**src/rtl/reg_file_pkg.sv**
```systemverilog
// Shared definitions for the register-file access master: default widths, FSM encoding
// and field placement of a command inside the packed FIFO word {write, address, wr_data}.
package reg_file_pkg;

  localparam int unsigned DEF_DATA_WIDTH = 16;
  localparam int unsigned DEF_ADDR_WIDTH = 2;

  typedef enum logic [1:0] {
    ST_IDLE  = 2'd0,
    ST_ISSUE = 2'd1,
    ST_WAIT  = 2'd2,
    ST_RESP  = 2'd3
  } state_t;

  localparam int unsigned CMD_DATA_LSB = 0;

  function automatic int unsigned cmd_addr_lsb(input int unsigned dw);
    return dw;
  endfunction

  function automatic int unsigned cmd_write_bit(input int unsigned dw, input int unsigned aw);
    return dw + aw;
  endfunction

  function automatic int unsigned cmd_width(input int unsigned dw, input int unsigned aw);
    return 1 + aw + dw;
  endfunction

endpackage

```
**src/rtl/reg_file_if.sv**
```systemverilog
// Command, response and register-file strobe signals of the register-file access master.
interface reg_file_if
  import reg_file_pkg::*;
#(
  parameter int unsigned DATA_WIDTH = DEF_DATA_WIDTH,
  parameter int unsigned ADDR_WIDTH = DEF_ADDR_WIDTH
);

  logic                  cmd_valid;
  logic                  cmd_ready;
  logic                  cmd_write;
  logic [ADDR_WIDTH-1:0] cmd_address;
  logic [DATA_WIDTH-1:0] cmd_wr_data;

  logic                  rsp_valid;
  logic                  rsp_ready;
  logic                  rsp_write;
  logic [ADDR_WIDTH-1:0] rsp_address;
  logic [DATA_WIDTH-1:0] rsp_rd_data;

  logic                  rf_wr_enable;
  logic                  rf_rd_enable;
  logic [ADDR_WIDTH-1:0] rf_address;
  logic [DATA_WIDTH-1:0] rf_wr_data;
  logic [DATA_WIDTH-1:0] rf_rd_data;

  logic                  busy;

  modport master (
    input  cmd_valid, cmd_write, cmd_address, cmd_wr_data, rsp_ready, rf_rd_data,
    output cmd_ready, rsp_valid, rsp_write, rsp_address, rsp_rd_data,
           rf_wr_enable, rf_rd_enable, rf_address, rf_wr_data, busy
  );

  modport slave (
    output cmd_valid, cmd_write, cmd_address, cmd_wr_data, rsp_ready, rf_rd_data,
    input  cmd_ready, rsp_valid, rsp_write, rsp_address, rsp_rd_data,
           rf_wr_enable, rf_rd_enable, rf_address, rf_wr_data, busy
  );

endinterface

```
**src/rtl/rf_cmd_fifo.sv**
```systemverilog
// Synchronous command FIFO with wrap-bit pointers; exposes next-cycle full/empty so the
// owner can register its ready/busy flags without a cycle of lag.
module rf_cmd_fifo #(
  parameter int unsigned WIDTH = 19,
  parameter int unsigned DEPTH = 4
) (
  input  logic             clk,
  input  logic             rst_n,
  input  logic             push,
  input  logic             pop,
  input  logic [WIDTH-1:0] wr_data,
  output logic [WIDTH-1:0] head,
  output logic             empty,
  output logic             full_nxt_c,
  output logic             empty_nxt_c
);

  localparam int unsigned IDX_W = $clog2(DEPTH);
  localparam int unsigned PTR_W = IDX_W + 1;

  logic [WIDTH-1:0] mem [DEPTH];
  logic [PTR_W-1:0] wr_ptr, rd_ptr, wr_ptr_nxt, rd_ptr_nxt;
  logic             full, do_push, do_pop;

  always_comb begin
    do_push     = push && !full;
    do_pop      = pop && !empty;
    wr_ptr_nxt  = wr_ptr + PTR_W'(do_push);
    rd_ptr_nxt  = rd_ptr + PTR_W'(do_pop);
    full_nxt_c  = (wr_ptr_nxt[PTR_W-1] != rd_ptr_nxt[PTR_W-1]) &&
                  (wr_ptr_nxt[IDX_W-1:0] == rd_ptr_nxt[IDX_W-1:0]);
    empty_nxt_c = (wr_ptr_nxt == rd_ptr_nxt);
  end

  always_ff @(posedge clk) begin
    if (!rst_n) begin
      wr_ptr <= '0;
      rd_ptr <= '0;
      full   <= 1'b0;
      empty  <= 1'b1;
    end else begin
      wr_ptr <= wr_ptr_nxt;
      rd_ptr <= rd_ptr_nxt;
      full   <= full_nxt_c;
      empty  <= empty_nxt_c;
    end
  end

  // Storage needs no reset: entries are only read between a push and its pop.
  always_ff @(posedge clk) begin
    if (do_push) mem[wr_ptr[IDX_W-1:0]] <= wr_data;
  end

  assign head = mem[rd_ptr[IDX_W-1:0]];

endmodule

```
**src/rtl/reg_file_master.sv**
```systemverilog
// Initiator for a register file: buffers commands, issues one strobe per command,
// and returns one response per command with read data or the echoed write data.
module reg_file_master
  import reg_file_pkg::*;
#(
  parameter int unsigned DATA_WIDTH = DEF_DATA_WIDTH,
  parameter int unsigned ADDR_WIDTH = DEF_ADDR_WIDTH,
  parameter int unsigned FIFO_DEPTH = 4,
  parameter int unsigned RD_LATENCY = 1
) (
  input logic        CLK,
  input logic        RST,
  reg_file_if.master bus
);

  localparam int unsigned CMD_W     = cmd_width(DATA_WIDTH, ADDR_WIDTH);
  localparam int unsigned ADDR_LSB  = cmd_addr_lsb(DATA_WIDTH);
  localparam int unsigned WRITE_BIT = cmd_write_bit(DATA_WIDTH, ADDR_WIDTH);
  localparam int unsigned CNT_W     = 3;

  state_t                state, state_nxt;
  logic [CNT_W-1:0]      cnt, cnt_nxt;
  logic                  cmd_write, cmd_write_nxt;
  logic                  rf_wr_enable, rf_wr_enable_nxt;
  logic                  rf_rd_enable, rf_rd_enable_nxt;
  logic [ADDR_WIDTH-1:0] rf_address, rf_address_nxt;
  logic [DATA_WIDTH-1:0] rf_wr_data, rf_wr_data_nxt;
  logic                  rsp_valid, rsp_valid_nxt;
  logic                  rsp_write, rsp_write_nxt;
  logic [ADDR_WIDTH-1:0] rsp_address, rsp_address_nxt;
  logic [DATA_WIDTH-1:0] rsp_rd_data, rsp_rd_data_nxt;
  logic                  cmd_ready, cmd_ready_nxt;
  logic                  busy, busy_nxt;

  logic                  fifo_push, fifo_pop, fifo_empty, fifo_full_nxt, fifo_empty_nxt;
  logic [CMD_W-1:0]      fifo_wr, fifo_head;

  assign fifo_push = bus.cmd_valid && cmd_ready;
  assign fifo_wr   = {bus.cmd_write, bus.cmd_address, bus.cmd_wr_data};

  rf_cmd_fifo #(
    .WIDTH (CMD_W),
    .DEPTH (FIFO_DEPTH)
  ) u_fifo (
    .clk         (CLK),
    .rst_n       (RST),
    .push        (fifo_push),
    .pop         (fifo_pop),
    .wr_data     (fifo_wr),
    .head        (fifo_head),
    .empty       (fifo_empty),
    .full_nxt_c  (fifo_full_nxt),
    .empty_nxt_c (fifo_empty_nxt)
  );

  // Next-state and registered-output logic.
  always_comb begin
    state_nxt        = state;
    cnt_nxt          = cnt;
    cmd_write_nxt    = cmd_write;
    rf_wr_enable_nxt = 1'b0;
    rf_rd_enable_nxt = 1'b0;
    rf_address_nxt   = rf_address;
    rf_wr_data_nxt   = rf_wr_data;
    rsp_valid_nxt    = rsp_valid;
    rsp_write_nxt    = rsp_write;
    rsp_address_nxt  = rsp_address;
    rsp_rd_data_nxt  = rsp_rd_data;
    fifo_pop         = 1'b0;

    unique case (state)
      ST_IDLE: begin
        if (!fifo_empty) begin
          fifo_pop         = 1'b1;
          cmd_write_nxt    = fifo_head[WRITE_BIT];
          rf_wr_enable_nxt = fifo_head[WRITE_BIT];
          rf_rd_enable_nxt = !fifo_head[WRITE_BIT];
          rf_address_nxt   = fifo_head[ADDR_LSB +: ADDR_WIDTH];
          rf_wr_data_nxt   = fifo_head[CMD_DATA_LSB +: DATA_WIDTH];
          state_nxt        = ST_ISSUE;
        end
      end
      ST_ISSUE: begin
        if (cmd_write) begin
          rsp_valid_nxt   = 1'b1;
          rsp_write_nxt   = 1'b1;
          rsp_address_nxt = rf_address;
          rsp_rd_data_nxt = rf_wr_data;
          state_nxt       = ST_RESP;
        end else begin
          cnt_nxt   = CNT_W'(RD_LATENCY);
          state_nxt = ST_WAIT;
        end
      end
      ST_WAIT: begin
        // Last count corresponds to the edge at which read data is valid.
        if (cnt == CNT_W'(1)) begin
          rsp_valid_nxt   = 1'b1;
          rsp_write_nxt   = 1'b0;
          rsp_address_nxt = rf_address;
          rsp_rd_data_nxt = bus.rf_rd_data;
          cnt_nxt         = '0;
          state_nxt       = ST_RESP;
        end else begin
          cnt_nxt = cnt - CNT_W'(1);
        end
      end
      ST_RESP: begin
        if (bus.rsp_ready) begin
          rsp_valid_nxt = 1'b0;
          state_nxt     = ST_IDLE;
        end
      end
      default: state_nxt = ST_IDLE;
    endcase

    cmd_ready_nxt = !fifo_full_nxt;
    busy_nxt      = !fifo_empty_nxt || (state_nxt != ST_IDLE);
  end

  always_ff @(posedge CLK) begin
    if (!RST) begin
      state        <= ST_IDLE;
      cnt          <= '0;
      cmd_write    <= 1'b0;
      rf_wr_enable <= 1'b0;
      rf_rd_enable <= 1'b0;
      rf_address   <= '0;
      rf_wr_data   <= '0;
      rsp_valid    <= 1'b0;
      rsp_write    <= 1'b0;
      rsp_address  <= '0;
      rsp_rd_data  <= '0;
      cmd_ready    <= 1'b0;
      busy         <= 1'b0;
    end else begin
      state        <= state_nxt;
      cnt          <= cnt_nxt;
      cmd_write    <= cmd_write_nxt;
      rf_wr_enable <= rf_wr_enable_nxt;
      rf_rd_enable <= rf_rd_enable_nxt;
      rf_address   <= rf_address_nxt;
      rf_wr_data   <= rf_wr_data_nxt;
      rsp_valid    <= rsp_valid_nxt;
      rsp_write    <= rsp_write_nxt;
      rsp_address  <= rsp_address_nxt;
      rsp_rd_data  <= rsp_rd_data_nxt;
      cmd_ready    <= cmd_ready_nxt;
      busy         <= busy_nxt;
    end
  end

  assign bus.cmd_ready    = cmd_ready;
  assign bus.rsp_valid    = rsp_valid;
  assign bus.rsp_write    = rsp_write;
  assign bus.rsp_address  = rsp_address;
  assign bus.rsp_rd_data  = rsp_rd_data;
  assign bus.rf_wr_enable = rf_wr_enable;
  assign bus.rf_rd_enable = rf_rd_enable;
  assign bus.rf_address   = rf_address;
  assign bus.rf_wr_data   = rf_wr_data;
  assign bus.busy         = busy;

endmodule
```
**src/flat_wrapper.sv**
```systemverilog
// flat-port wrapper written by rule: the top's interface ports become plain ports
module reg_file_master_flat import reg_file_pkg::*;
#(
  parameter int unsigned DATA_WIDTH = DEF_DATA_WIDTH,
  parameter int unsigned ADDR_WIDTH = DEF_ADDR_WIDTH,
  parameter int unsigned FIFO_DEPTH = 4,
  parameter int unsigned RD_LATENCY = 1
)
  (CLK, RST, bus_cmd_valid, bus_cmd_write, bus_cmd_address, bus_cmd_wr_data, bus_rsp_ready, bus_rf_rd_data, bus_cmd_ready, bus_rsp_valid, bus_rsp_write, bus_rsp_address, bus_rsp_rd_data, bus_rf_wr_enable, bus_rf_rd_enable, bus_rf_address, bus_rf_wr_data, bus_busy);
  reg_file_if #(.DATA_WIDTH(DATA_WIDTH), .ADDR_WIDTH(ADDR_WIDTH)) bus_i ();
  input logic CLK;
  input logic RST;
  input wire logic [$bits(bus_i.cmd_valid)-1:0] bus_cmd_valid;
  input wire logic [$bits(bus_i.cmd_write)-1:0] bus_cmd_write;
  input wire logic [$bits(bus_i.cmd_address)-1:0] bus_cmd_address;
  input wire logic [$bits(bus_i.cmd_wr_data)-1:0] bus_cmd_wr_data;
  input wire logic [$bits(bus_i.rsp_ready)-1:0] bus_rsp_ready;
  input wire logic [$bits(bus_i.rf_rd_data)-1:0] bus_rf_rd_data;
  output wire logic [$bits(bus_i.cmd_ready)-1:0] bus_cmd_ready;
  output wire logic [$bits(bus_i.rsp_valid)-1:0] bus_rsp_valid;
  output wire logic [$bits(bus_i.rsp_write)-1:0] bus_rsp_write;
  output wire logic [$bits(bus_i.rsp_address)-1:0] bus_rsp_address;
  output wire logic [$bits(bus_i.rsp_rd_data)-1:0] bus_rsp_rd_data;
  output wire logic [$bits(bus_i.rf_wr_enable)-1:0] bus_rf_wr_enable;
  output wire logic [$bits(bus_i.rf_rd_enable)-1:0] bus_rf_rd_enable;
  output wire logic [$bits(bus_i.rf_address)-1:0] bus_rf_address;
  output wire logic [$bits(bus_i.rf_wr_data)-1:0] bus_rf_wr_data;
  output wire logic [$bits(bus_i.busy)-1:0] bus_busy;
  assign bus_i.cmd_valid = bus_cmd_valid;
  assign bus_i.cmd_write = bus_cmd_write;
  assign bus_i.cmd_address = bus_cmd_address;
  assign bus_i.cmd_wr_data = bus_cmd_wr_data;
  assign bus_i.rsp_ready = bus_rsp_ready;
  assign bus_i.rf_rd_data = bus_rf_rd_data;
  assign bus_cmd_ready = bus_i.cmd_ready;
  assign bus_rsp_valid = bus_i.rsp_valid;
  assign bus_rsp_write = bus_i.rsp_write;
  assign bus_rsp_address = bus_i.rsp_address;
  assign bus_rsp_rd_data = bus_i.rsp_rd_data;
  assign bus_rf_wr_enable = bus_i.rf_wr_enable;
  assign bus_rf_rd_enable = bus_i.rf_rd_enable;
  assign bus_rf_address = bus_i.rf_address;
  assign bus_rf_wr_data = bus_i.rf_wr_data;
  assign bus_busy = bus_i.busy;
  reg_file_master #(.DATA_WIDTH(DATA_WIDTH), .ADDR_WIDTH(ADDR_WIDTH), .FIFO_DEPTH(FIFO_DEPTH), .RD_LATENCY(RD_LATENCY)) u_core (.CLK(CLK), .RST(RST), .bus(bus_i));
endmodule
```
**config.mk**
```make
export PLATFORM = sky130hd
export DESIGN_NAME = reg_file_master_flat
export DESIGN_NICKNAME = d
export VERILOG_FILES = /design/src/rtl/reg_file_pkg.sv /design/src/rtl/reg_file_if.sv /design/src/rtl/rf_cmd_fifo.sv /design/src/rtl/reg_file_master.sv /design/src/flat_wrapper.sv
export SDC_FILE = /design/constraint.sdc
export NUM_CORES = 1
export LEC_CHECK = 0
export ABC_CLOCK_PERIOD_IN_PS = 6300
export BUFFER_PORTS_ARGS = -buffer_cell sky130_fd_sc_hd__buf_2
export CAP_MARGIN = 20
export CORE_UTILIZATION = 35
export DETAILED_ROUTE_END_ITERATION = 7
export GPL_TIMING_DRIVEN = 0
export PLACE_DENSITY = 0.56
export SLEW_MARGIN = 30
export SYNTH_ARGS = -nofsm -noshare
export SYNTH_HDL_FRONTEND = slang
export SYNTH_HIERARCHICAL = 1
export SYNTH_SLANG_ARGS = --single-unit
```
**constraint.sdc**
```tcl
create_clock -name CLK -period 6.3 [get_ports CLK]
set_clock_uncertainty 0.05 [all_clocks]
set_input_delay 0.63 -clock CLK [delete_from_list [all_inputs] [get_ports CLK]]
set_output_delay 0.63 -clock CLK [all_outputs]
set_load 0.01 [all_outputs]
```
==> impl_metrics.py, run 1 <==
metrics = {
    "synthesis": {
        "yosysTopAreaCell": "edfxtp_1",
        "yosys.area_share.simple": 0.0916,
        "netlist_instances": 368,
        "synth_seq_area_share": 0.640,
        "synth_mux_area_frac": 0.117,
        "synth_compound_area_frac": 0.0862,
        "synth_seq_cells": 132,
        "synth_xor_area_frac": 0.00989,
        "syn_nets": 418,
        "yosys.area_share.adder": 0.0259,
        "synthTopCellsByArea": "edfxtp_1 43%, dfxtp_1 21%, nand2_1 4.6%",
        "async_reset_ff_frac": 0,
        "synth_top_family_by_area": "multiplexers",
        "synth_edf_count": 76,
        "syn_area_um2": 5320,
        "synth_warnings": 6,
        "yosysUniqueCellTypes": 45,
        "synth.top_cell.area_share": 0.429,
        "synthFlopType": "edfxtp_1",
        "synth_area_per_cell_um2": 14.4,
    },
    "setup_path": {
        "start_kind": "flip-flop",
        "path_buf_inv": 4,
        "r2r_end": "u_core/bus.busy",
        "required_ps": 6550,
        "max_stage_delay_ps": 410,
        "cp_common_cell": "ha_1",
        "crit_fanout": 10,
        "endpoint": "u_core/bus.busy",
        "crit_family": "buffers and inverters",
        "worstPathCellList": "inv_1 -> ha_1 -> nand2b_1 -> inv_2 -> clkbuf_1 -> nor2b_1 -> ha_1 -> ha_1 -> xor2_1 -> xnor2_1 -> nor2_1 -> inv_1 -> a211o_1",
        "rrSetupSlack_ps": 3450,
        "end_kind": "flip-flop",
        "worstRegToRegCells": 13,
        "worstSetupPathType": "flip-flop to flip-flop",
        "slowest_stage": "clkbuf_1",
        "critical_path_depth": 13,
        "r2r-start": "u_core/state[1]",
        "cp.arrival_ps": 3090,
        "crit_start": "u_core/state[1]",
    },
    "place": {
        "routabilityCongestion": 0.747,
        "postPlaceCellArea_um2": 6000,
        "pre_cts_ws_ps": 3460,
        "numPortBuffers": 80,
        "dp_hpwl_um": 7840,
    },
    "timing": {
        "slew_headroom": 0.593,
        "setup_tns_ps": 0,
        "layout_min_cycle_time_ps": 2850,
        "worstMarginPinSlew_ps": 607,
        "whs_ps": 377,
        "timing.fmax_mhz": 351,
        "drv_slew": 0,
        "finalSetupViolations": 0,
        "setup_ws_ps": 3450,
        "timing_hold_violations_final": 0,
        "rsz0062_at_grt": "false",
        "min_period_over_period": 0.452,
    },
    "clocking": {
        "holdBufCountCts": 0,
        "clk_latency_ps": 410,
        "clockBufferDepth": 2,
        "htree_levels": 4,
        "cts_resized": 0,
        "cts.sinks": 132,
        "cts_made_buffers": 17,
        "cts_tree": "built",
        "clock-root-buffer": "clkbuf_16",
        "post_cts_buffers": 0,
        "clk_transition_reported_paths_ps": 60,
    },
    "final_layout": {
        "stdcell_area_um2": 6560,
        "diodes": 0,
        "final_cell_mix": "89 x buf_2, 76 x edfxtp_1, 65 x nand2_1",
        "final_common_cell": "buf_2",
        "fin_util": 0.446,
        "final_nets": 521,
        "syn2layout_area_growth_pct": 23.4,
        "drive_above_1_share": 0.312,
    },
    "run": {
        "maxCapViolations": 0,
    },
    "power_and_ir_drop": {
        "power_frac_clock": 0.370,
        "sequentialPowerShare": 0.421,
        "power_switching_w": 0.000707,
        "max-vdd-ir-drop_uv": 197,
        "total_leakage_power_nw": 2.66,
        "internal_power_w": 0.00176,
        "powerDensity_nw_per_um2": 376,
        "pwr-share-comb": 0.209,
        "switching_share": 0.287,
    },
    "global_route": {
        "grt_pass1_wl_um": 17600,
        "grt-ovfl-total": 0,
        "grt_pass1_vias": 3315,
        "grt_max_degree": 20,
        "track_usage": 0.151,
        "antenna_found_initial": 0,
    },
    "detailed_routing": {
        "drc": 0,
        "via_per_inst": 4.87,
        "vias": 3250,
        "drt-total-wl_um": 11000,
        "drtAntennaViolNets": 0,
        "wire_per_inst_um": 16.5,
        "drtIter0Drc": 193,
        "dr.pass1.iters": 6,
    },
    "die": {
        "core_um2": 14700,
        "die_y_um": 125,
        "floorplan.initialDensity": 0.362,
        "rows": 44,
        "dieArea_um2": 15700,
        "pin_count": 81,
        "die_w_um": 125,
    },
    "min_path": {
        "holdCritPathClass": "input pin to flip-flop",
    },
    "run_status": {
        "outcome": "completed",
    },
}
==> logic make-up (layout without fill, tap and decap cells) <==
kind of cell	after synthesis	after routing
xor+xnor	6	6
compound gates	56	56
mux	35	35
fa+ha+maj	11	11
flops	132	132
buf+inv	27	143
simple gates	101	101
==> worst min-delay path by stage <==
stage | start | to | slack (ps) | cells after the start
after floorplan | u_core/cnt[1] | u_core/cnt[1] | 430 | 2
after global placement | u_core/bus.rsp_address[1] | u_core/bus.rsp_address[1] | 400 | 2
after detailed placement | u_core/bus.rsp_address[1] | u_core/bus.rsp_address[1] | 410 | 2
after CTS | bus_cmd_wr_data[3] | u_core/u_fifo/mem[1][3] | 360 | 1
after global routing | bus_cmd_wr_data[11] | u_core/u_fifo/mem[3][11] | 370 | 1
final | bus_cmd_wr_data[9] | u_core/u_fifo/mem[0][9] | 380 | 1
==> power by group through the flow <==
stage | Combinational [W] | Sequential (W) | Clock, W
detailed placement | 0.000521 | 0.00106 | 0
finish | 0.000516 | 0.00104 | 0.000913
CTS | 0.000522 | 0.00104 | 0.000929
floorplan | 0.000332 | 0.00107 | 0
global placement | 0.000507 | 0.00105 | 0
global route | 0.000571 | 0.00105 | 0.000969
==> per-stage QoR <==
step                      total power (W)  std cells
after floorplan                   0.00140        368
after global routing              0.00259        668
after CTS                         0.00249        668
final                             0.00247        668
after global placement            0.00156        632
after detailed placement          0.00158        636
==> final cells by class <==
cell class	instances	area (µm²)
Timing Repair Buffer	84	442
Tap cell	184	230
Buffer	20	129
Multi-Input combinational cell	209	1770
Clock inverter	15	133
Inverter	7	26.3
Clock buffer	17	425
Fill cell	1326	8140
Sequential cell	132	3400
==> flip-flops by register name (all words and copies together), names as in the netlist <==
register,cells
u_core/bus.busy,1
u_core/bus.cmd_ready,1
u_core/bus.rf_address,2
u_core/bus.rf_rd_enable,1
u_core/bus.rf_wr_data,16
u_core/bus.rf_wr_enable,1
u_core/bus.rsp_address,2
u_core/bus.rsp_rd_data,16
u_core/bus.rsp_valid,1
u_core/bus.rsp_write,1
u_core/cmd_write,1
u_core/cnt,3
u_core/state,2
u_core/u_fifo/empty,1
u_core/u_fifo/full,1
u_core/u_fifo/mem,76
u_core/u_fifo/rd_ptr,3
u_core/u_fifo/wr_ptr,3
==> cell usage after synthesis (5+ instances only) <==
| master | count |
|---|---|
| a21boi_0 | 5 |
| o211a_1 | 17 |
| mux4_1 | 9 |
| dfxtp_1 | 56 |
| ha_1 | 11 |
| nor2b_1 | 7 |
| buf_2 | 9 |
| inv_1 | 6 |
| a21boi_1 | 15 |
| mux2i_1 | 16 |
| clkbuf_1 | 6 |
| nor2_1 | 5 |
| and2_1 | 6 |
| nand2_1 | 65 |
| edfxtp_1 | 76 |
| mux4_2 | 10 |
==> worst reg2reg max path, cell delays in order (launching register included) <==
cell and delay [ps]:
dfxtp_1 340, inv_1 120, ha_1 240, nand2b_1 120
inv_2 90, clkbuf_1 410, nor2b_1 220, ha_1 170
ha_1 160, xor2_1 280, xnor2_1 140, nor2_1 100
inv_1 40, a211o_1 280
==> layer usage <==
metal | vias up | wire (µm) | GRT usage
met3 | 14 | 492 | 0.0462
li1 | 1571 | - | -
met2 | 79 | 5350 | 0.251
met4 | 0 | 170 | 0.0653
met5 | - | 0 | 0
met1 | 1586 | 4990 | 0.183
No activity file was read; power rests on OpenSTA's default activity.
==> inputs of run 2 (changes only) <==
--- a/config.mk
+++ b/config.mk
@@ -5,13 +5,13 @@
 export SDC_FILE = /design/constraint.sdc
 export NUM_CORES = 1
 export LEC_CHECK = 0
-export ABC_CLOCK_PERIOD_IN_PS = 6300
+export ABC_CLOCK_PERIOD_IN_PS = 2600
 export BUFFER_PORTS_ARGS = -buffer_cell sky130_fd_sc_hd__buf_2
 export CAP_MARGIN = 20
 export CORE_UTILIZATION = 35
 export DETAILED_ROUTE_END_ITERATION = 7
 export GPL_TIMING_DRIVEN = 0
-export PLACE_DENSITY = 0.56
+export PLACE_DENSITY = 0.57
 export SLEW_MARGIN = 30
 export SYNTH_ARGS = -nofsm -noshare
 export SYNTH_HDL_FRONTEND = slang
==> constraint.sdc (replaced) <==
create_clock -name CLK -period 2.6 [get_ports CLK]
set_clock_uncertainty 0.05 [all_clocks]
set_input_delay 0.26 -clock CLK [delete_from_list [all_inputs] [get_ports CLK]]
set_output_delay 0.26 -clock CLK [all_outputs]
set_load 0.01 [all_outputs]
==> run 2 against run 1 <==
Compared with the run above: die area stayed put; via count is 0.98% higher; non-clock buffer count is 15 higher; critical path type unchanged; critical endpoint unchanged.
==> impl_metrics.py, run 2 (synthesis gave the netlist of run 1 again) <==
metrics = {
    "setup_path": {
        "r2r_end": "u_core/bus.busy",
        "start_kind": "flip-flop",
        "crit_start": "u_core/state[1]",
        "worstSetupPathType": "flip-flop to flip-flop",
        "slowest_stage": "dfxtp_2",
        "crit_fanout": 13,
        "rrSetupSlack_ps": 160,
        "max_stage_delay_ps": 350,
        "cp.arrival_ps": 2680,
        "required_ps": 2850,
        "worstRegToRegCells": 12,
        "worstPathCellList": "inv_1 -> ha_2 -> nand2b_4 -> inv_8 -> nor2b_2 -> ha_1 -> ha_1 -> xnor2_1 -> nand2_1 -> nor2_1 -> inv_1 -> a211o_1",
        "endpoint": "u_core/bus.busy",
        "end_kind": "flip-flop",
        "r2r-start": "u_core/state[1]",
    },
    "detailed_routing": {
        "drt-total-wl_um": 11200,
        "wl_met3_um": 333,
        "via_per_inst": 4.81,
        "wire_per_inst_um": 16.5,
        "drt-met1-wl_um": 5180,
        "drc": 0,
        "dr.pass1.iters": 7,
        "drtIter0Drc": 192,
        "routed.top_layer": "met4",
        "route.met2.wl_um": 5620,
        "vias": 3282,
        "drtAntennaViolNets": 0,
    },
    "final_layout": {
        "final_cell_mix": "89 x buf_2, 76 x edfxtp_1, 65 x nand2_1",
        "final_common_cell": "buf_2",
        "largest_register_ffs": 76,
        "diodes": 0,
        "syn2layout_area_growth_pct": 28.7,
        "drive_above_1_share": 0.313,
        "final_nets": 536,
        "nFillCells": 1307,
    },
    "run": {
        "maxCapViolations": 0,
    },
    "timing": {
        "whs_ps": 35.1,
        "worstMarginPinSlew_ps": 540,
        "rsz0062_at_grt": "false",
        "drv_slew": 0,
        "timing.fmax_mhz": 410,
        "layout_min_cycle_time_ps": 2440,
        "min_period_over_period": 0.938,
        "slew_headroom": 0.640,
        "setup_tns_ps": 0,
        "timing_hold_violations_final": 0,
        "finalSetupViolations": 0,
    },
    "die": {
        "rows": 44,
        "floorplan.initialDensity": 0.362,
        "die_w_um": 125,
        "pin_count": 81,
        "core_um2": 14700,
        "die_y_um": 125,
        "dieArea_um2": 15700,
    },
    "clocking": {
        "htree_levels": 4,
        "clk_transition_reported_paths_ps": 60,
        "cts.sinks": 132,
        "cts_tree": "built",
        "post_cts_buffers": 0,
        "clock-root-buffer": "clkbuf_16",
        "clk_latency_ps": 420,
        "cts_made_buffers": 17,
        "clockBufferDepth": 2,
    },
    "place": {
        "dp_hpwl_um": 7830,
        "routabilityCongestion": 0.728,
        "numPortBuffers": 80,
    },
    "global_route": {
        "grt-ovfl-total": 0,
        "grt_pass1_wl_um": 18100,
        "antenna_found_initial": 0,
        "track_usage": 0.157,
        "grt_max_degree": 20,
        "grt_pass1_vias": 3381,
    },
    "power_and_ir_drop": {
        "max-vdd-ir-drop_uv": 709,
        "powerDensity_nw_per_um2": 932,
        "total_leakage_power_nw": 2.79,
    },
    "min_path": {
        "holdCritPathClass": "input pin to flip-flop",
        "min_from": "bus_cmd_wr_data[4]",
    },
    "run_status": {
        "outcome": "completed",
    },
}
==> run 2: cell count changes in the layout (fill, tap and decap cells not counted), moves of 2 or more <==
| cell | before | now |
|---|---|---|
| buf_4 | 3 | 1 |
| bufinv_16 | 1 | 4 |
| clkinv_4 | 2 | 4 |
| clkinvlp_4 | 6 | 0 |
| dfxtp_1 | 56 | 54 |
| dfxtp_2 | 0 | 2 |
| dlygate4sd3_1 | 0 | 17 |
| inv_8 | 0 | 2 |
==> run 2: cell type report <==
class / count / area [µm²] / share of cell area
clock buffer: 19 / 443 / 0.0647
timing repair buffer: 100 / 608 / 0.0889
tap: 184 / 230 / 0.0337
clock inverter: 13 / 198 / 0.0289
multi-input combinational: 209 / 1800 / 0.263
inverter: 7 / 33.8 / 0.00494
sequential: 132 / 3410 / 0.498
buffer: 19 / 125 / 0.0183
==> run 2: worst min-delay path by stage <==
stage / endpoint / cells after the start / slack (ps)
floorplan: u_core/u_fifo/empty / 1 / 290
global placement: u_core/bus.rsp_address[1] / 2 / 400
detailed placement: u_core/bus.rsp_address[1] / 2 / 400
CTS: u_core/u_fifo/mem[2][4] / 1 / 10
global route: u_core/u_fifo/mem[1][18] / 1 / 20
finish: u_core/u_fifo/mem[1][4] / 1 / 40
==> run 2: what timing repair did <==
| item | 4_1_cts | 5_1_grt |
|---|---|---|
| endpoints found under the hold margin | 62 | 0 |
| resized for setup | 4 | 5 |
| pin swaps | 2 | 2 |
| setup endpoints to repair | 4 | 1 |
| hold buffers | 17 | 0 |
| cloned | 0 | 0 |
==> run 2: layer usage <==
metal	vias to the layer above	global-route usage
met5	-	0
met4	0	0.0624
met3	10	0.0475
met2	49	0.258
met1	1617	0.193
li1	1606	-
==> run 2: worst max-delay path: cells and delay by family, from the launching register on <==
kind / cells / cell delay [ps]
fa+ha+maj: 3 / 740
simple gates: 4 / 520
flops: 1 / 350
compound gates: 1 / 300
buf+inv: 3 / 200
xor+xnor: 1 / 170
==> run 2: through the flow <==
step / std cells / worst slack (ps) / utilization / cell area (µm²) / total power [W]
floorplan: 368 / 193 / - / 5320 / 0.00340
detailed placement: 635 / -326 / 0.408 / 6000 / 0.00382
CTS: 683 / 4.30 / 0.464 / 6820 / 0.00643
global placement: 632 / -279 / 0.405 / 5950 / 0.00379
finish: 683 / 162 / 0.465 / 6840 / 0.00638
global route: 683 / 6.72 / 0.465 / 6840 / 0.00669
==> run 2: power by group <==
| part | leakage (nW) | internal [W] | switching, W |
|---|---|---|---|
| clock | 0.314 | 0.00165 | 0.000918 |
| combinational | 1.33 | 0.000573 | 0.000722 |
| sequential | 1.15 | 0.00240 | 0.000116 |
==> inputs of run 3 (changes only) <==
--- a/config.mk
+++ b/config.mk
@@ -6,7 +6,7 @@
 export NUM_CORES = 1
 export LEC_CHECK = 0
 export ABC_CLOCK_PERIOD_IN_PS = 2600
-export BUFFER_PORTS_ARGS = -buffer_cell sky130_fd_sc_hd__buf_2
+export BUFFER_PORTS_ARGS = -buffer_cell sky130_fd_sc_hd__buf_4
 export CAP_MARGIN = 20
 export CORE_UTILIZATION = 35
 export DETAILED_ROUTE_END_ITERATION = 7
==> run 3 against run 2 <==
Compared with the run above: sequential power is essentially flat; largest power group is now registers; highest routed layer unchanged; final area rose by 1.7%; register-to-register slack better by 40 ps; worst hold slack lost 13 ps; the run now ends with DRC left; wire length is 0.79% lower.
==> impl_metrics.py, run 3 (synthesis gave the netlist of run 1 again) <==
metrics = {
    "final_layout": {
        "final_cell_mix": "81 x buf_4, 76 x edfxtp_1, 65 x nand2_1",
        "diodes": 0,
        "nFillCells": 1282,
        "drive_above_1_share": 0.303,
        "syn2layout_area_growth_pct": 31.0,
        "final_nets": 535,
        "fin_util": 0.474,
        "final-seq-area_um2": 3410,
        "final_common_cell": "buf_4",
        "largest_register_ffs": 76,
        "multi_input_area_um2": 1800,
        "final_cells": 682,
    },
    "timing": {
        "timing_hold_violations_final": 0,
        "drv_slew": 0,
        "worstMarginPinSlew_ps": 581,
        "min_period_over_period": 0.922,
        "finalSetupViolations": 0,
        "setup_ws_ps": 203,
        "timing.fmax_mhz": 417,
        "whs_ps": 21.8,
        "layout_min_cycle_time_ps": 2400,
        "rsz0062_at_grt": "false",
        "slew_headroom": 0.612,
    },
    "die": {
        "die_y_um": 125,
        "pin_count": 81,
        "rows": 44,
        "floorplan.initialDensity": 0.362,
        "dieArea_um2": 15700,
        "core_um2": 14700,
        "die_w_um": 125,
    },
    "clocking": {
        "cts_tree": "built",
        "cts.sinks": 132,
        "htree_levels": 4,
        "clk_latency_ps": 400,
        "clockBufferDepth": 2,
        "clk_transition_reported_paths_ps": 50,
        "clock-root-buffer": "clkbuf_16",
        "cts_made_buffers": 17,
    },
    "place": {
        "dp_hpwl_um": 7800,
        "numPortBuffers": 80,
        "placedCellCount": 634,
        "routabilityCongestion": 0.738,
        "pre_cts_ws_ps": -309,
    },
    "detailed_routing": {
        "via_per_inst": 4.80,
        "vias": 3275,
        "wire_per_inst_um": 16.4,
        "drtIter0Drc": 130,
        "dr.pass1.iters": 8,
        "drtAntennaViolNets": 0,
        "drt-total-wl_um": 11200,
        "drc": 6,
    },
    "setup_path": {
        "r2r-start": "u_core/state[0]",
        "rrSetupSlack_ps": 200,
        "r2r_end": "u_core/bus.busy",
        "cp.arrival_ps": 2630,
        "start_kind": "flip-flop",
        "worstRegToRegCells": 12,
        "end_kind": "flip-flop",
        "required_ps": 2830,
        "crit_start": "u_core/state[0]",
        "worstSetupPathType": "flip-flop to flip-flop",
        "crit_fanout": 13,
    },
    "global_route": {
        "track_usage": 0.152,
        "grt-ovfl-total": 0,
        "grt_pass1_vias": 3295,
        "grt_max_degree": 20,
        "antenna_found_initial": 0,
        "grt_pass1_wl_um": 17800,
    },
    "run_status": {
        "violations": "DRC",
        "outcome": "finished, violations left",
    },
    "min_path": {
        "holdCritPathClass": "input pin to flip-flop",
        "hold_path_end": "u_core/u_fifo/mem[1][18]",
        "min_from": "bus_cmd_write",
        "hold_depth": 1,
    },
    "power_and_ir_drop": {
        "power_w": 0.00617,
        "total_leakage_power_nw": 2.77,
        "max-vdd-ir-drop_uv": 640,
        "powerDensity_nw_per_um2": 886,
    },
    "run": {
        "maxCapViolations": 0,
    },
}
==> run 3: changes by cell type in the layout (fill, tap and decap cells not counted), moves of 2 or more <==
cell / previous run / this run
clkbuf_1: 6 / 9
buf_2: 89 / 9
inv_8: 2 / 0
inv_6: 3 / 0
bufinv_16: 4 / 2
clkinv_4: 4 / 1
clkinvlp_4: 0 / 4
buf_4: 1 / 81
==> run 3: where the power goes <==
group / total, W / internal (W) / switching [W]
combinational: 0.00136 / 0.000648 / 0.000713
sequential: 0.00253 / 0.00240 / 0.000124
clock: 0.00228 / 0.00146 / 0.000823
==> run 3: through the flow <==
step | TNS, ps | instance area [µm²]
floorplan | 0 | 5320
global placement | -6790 | 6150
detailed placement | -399 | 6190
CTS | 0 | 6940
global route | 0 | 6960
finish | 0 | 6960
==> run 3: repair_timing <==
item | 4_1_cts | 5_1_grt
endpoints found under the setup margin | 4 | 1
endpoints found under the hold margin | 59 | 4
gates resized for setup | 3 | 4
setup buffers | 0 | 0
hold buffers | 16 | 1
==> run 3: critical path: stages, from the launching register on <==
cell	delay [ps]
dfxtp_2	350
inv_1	80
ha_2	220
nand2b_4	90
inv_4	70
nor2b_2	160
ha_1	200
ha_1	320
xnor2_1	150
nand2_1	120
nor2_1	120
inv_1	50
a211o_1	290
==> run 3: worst max-delay path by stage <==
| stage | end | depth (start not counted) | slack (ps) |
|---|---|---|---|
| global route | u_core/bus.busy | 12 | 4 |
| finish | u_core/bus.busy | 12 | 200 |
| floorplan | u_core/bus.busy | 13 | 190 |
| global placement | u_core/bus.busy | 13 | -250 |
| detailed placement | u_core/bus.busy | 13 | -310 |
| CTS | u_core/bus.busy | 12 | 8 |
==> run 3: metal layers <==
metal  global-route usage  up-vias  wire (µm)
met1                0.188     1609       5020
met5                    0        -          0
met3               0.0492       11        396
met2                0.254       54       5570
met4               0.0466        0        165
li1                     -     1601          -
==> run 3: area by class of cell <==
type                            count  share of cell area
Sequential cell                   132               0.489
Multi-Input combinational cell    209               0.258
Timing Repair Buffer               99               0.115
Clock buffer                       23              0.0672
Tap cell                          184              0.0331
Buffer                             19              0.0180
Clock inverter                      9              0.0155
Inverter                            7             0.00413
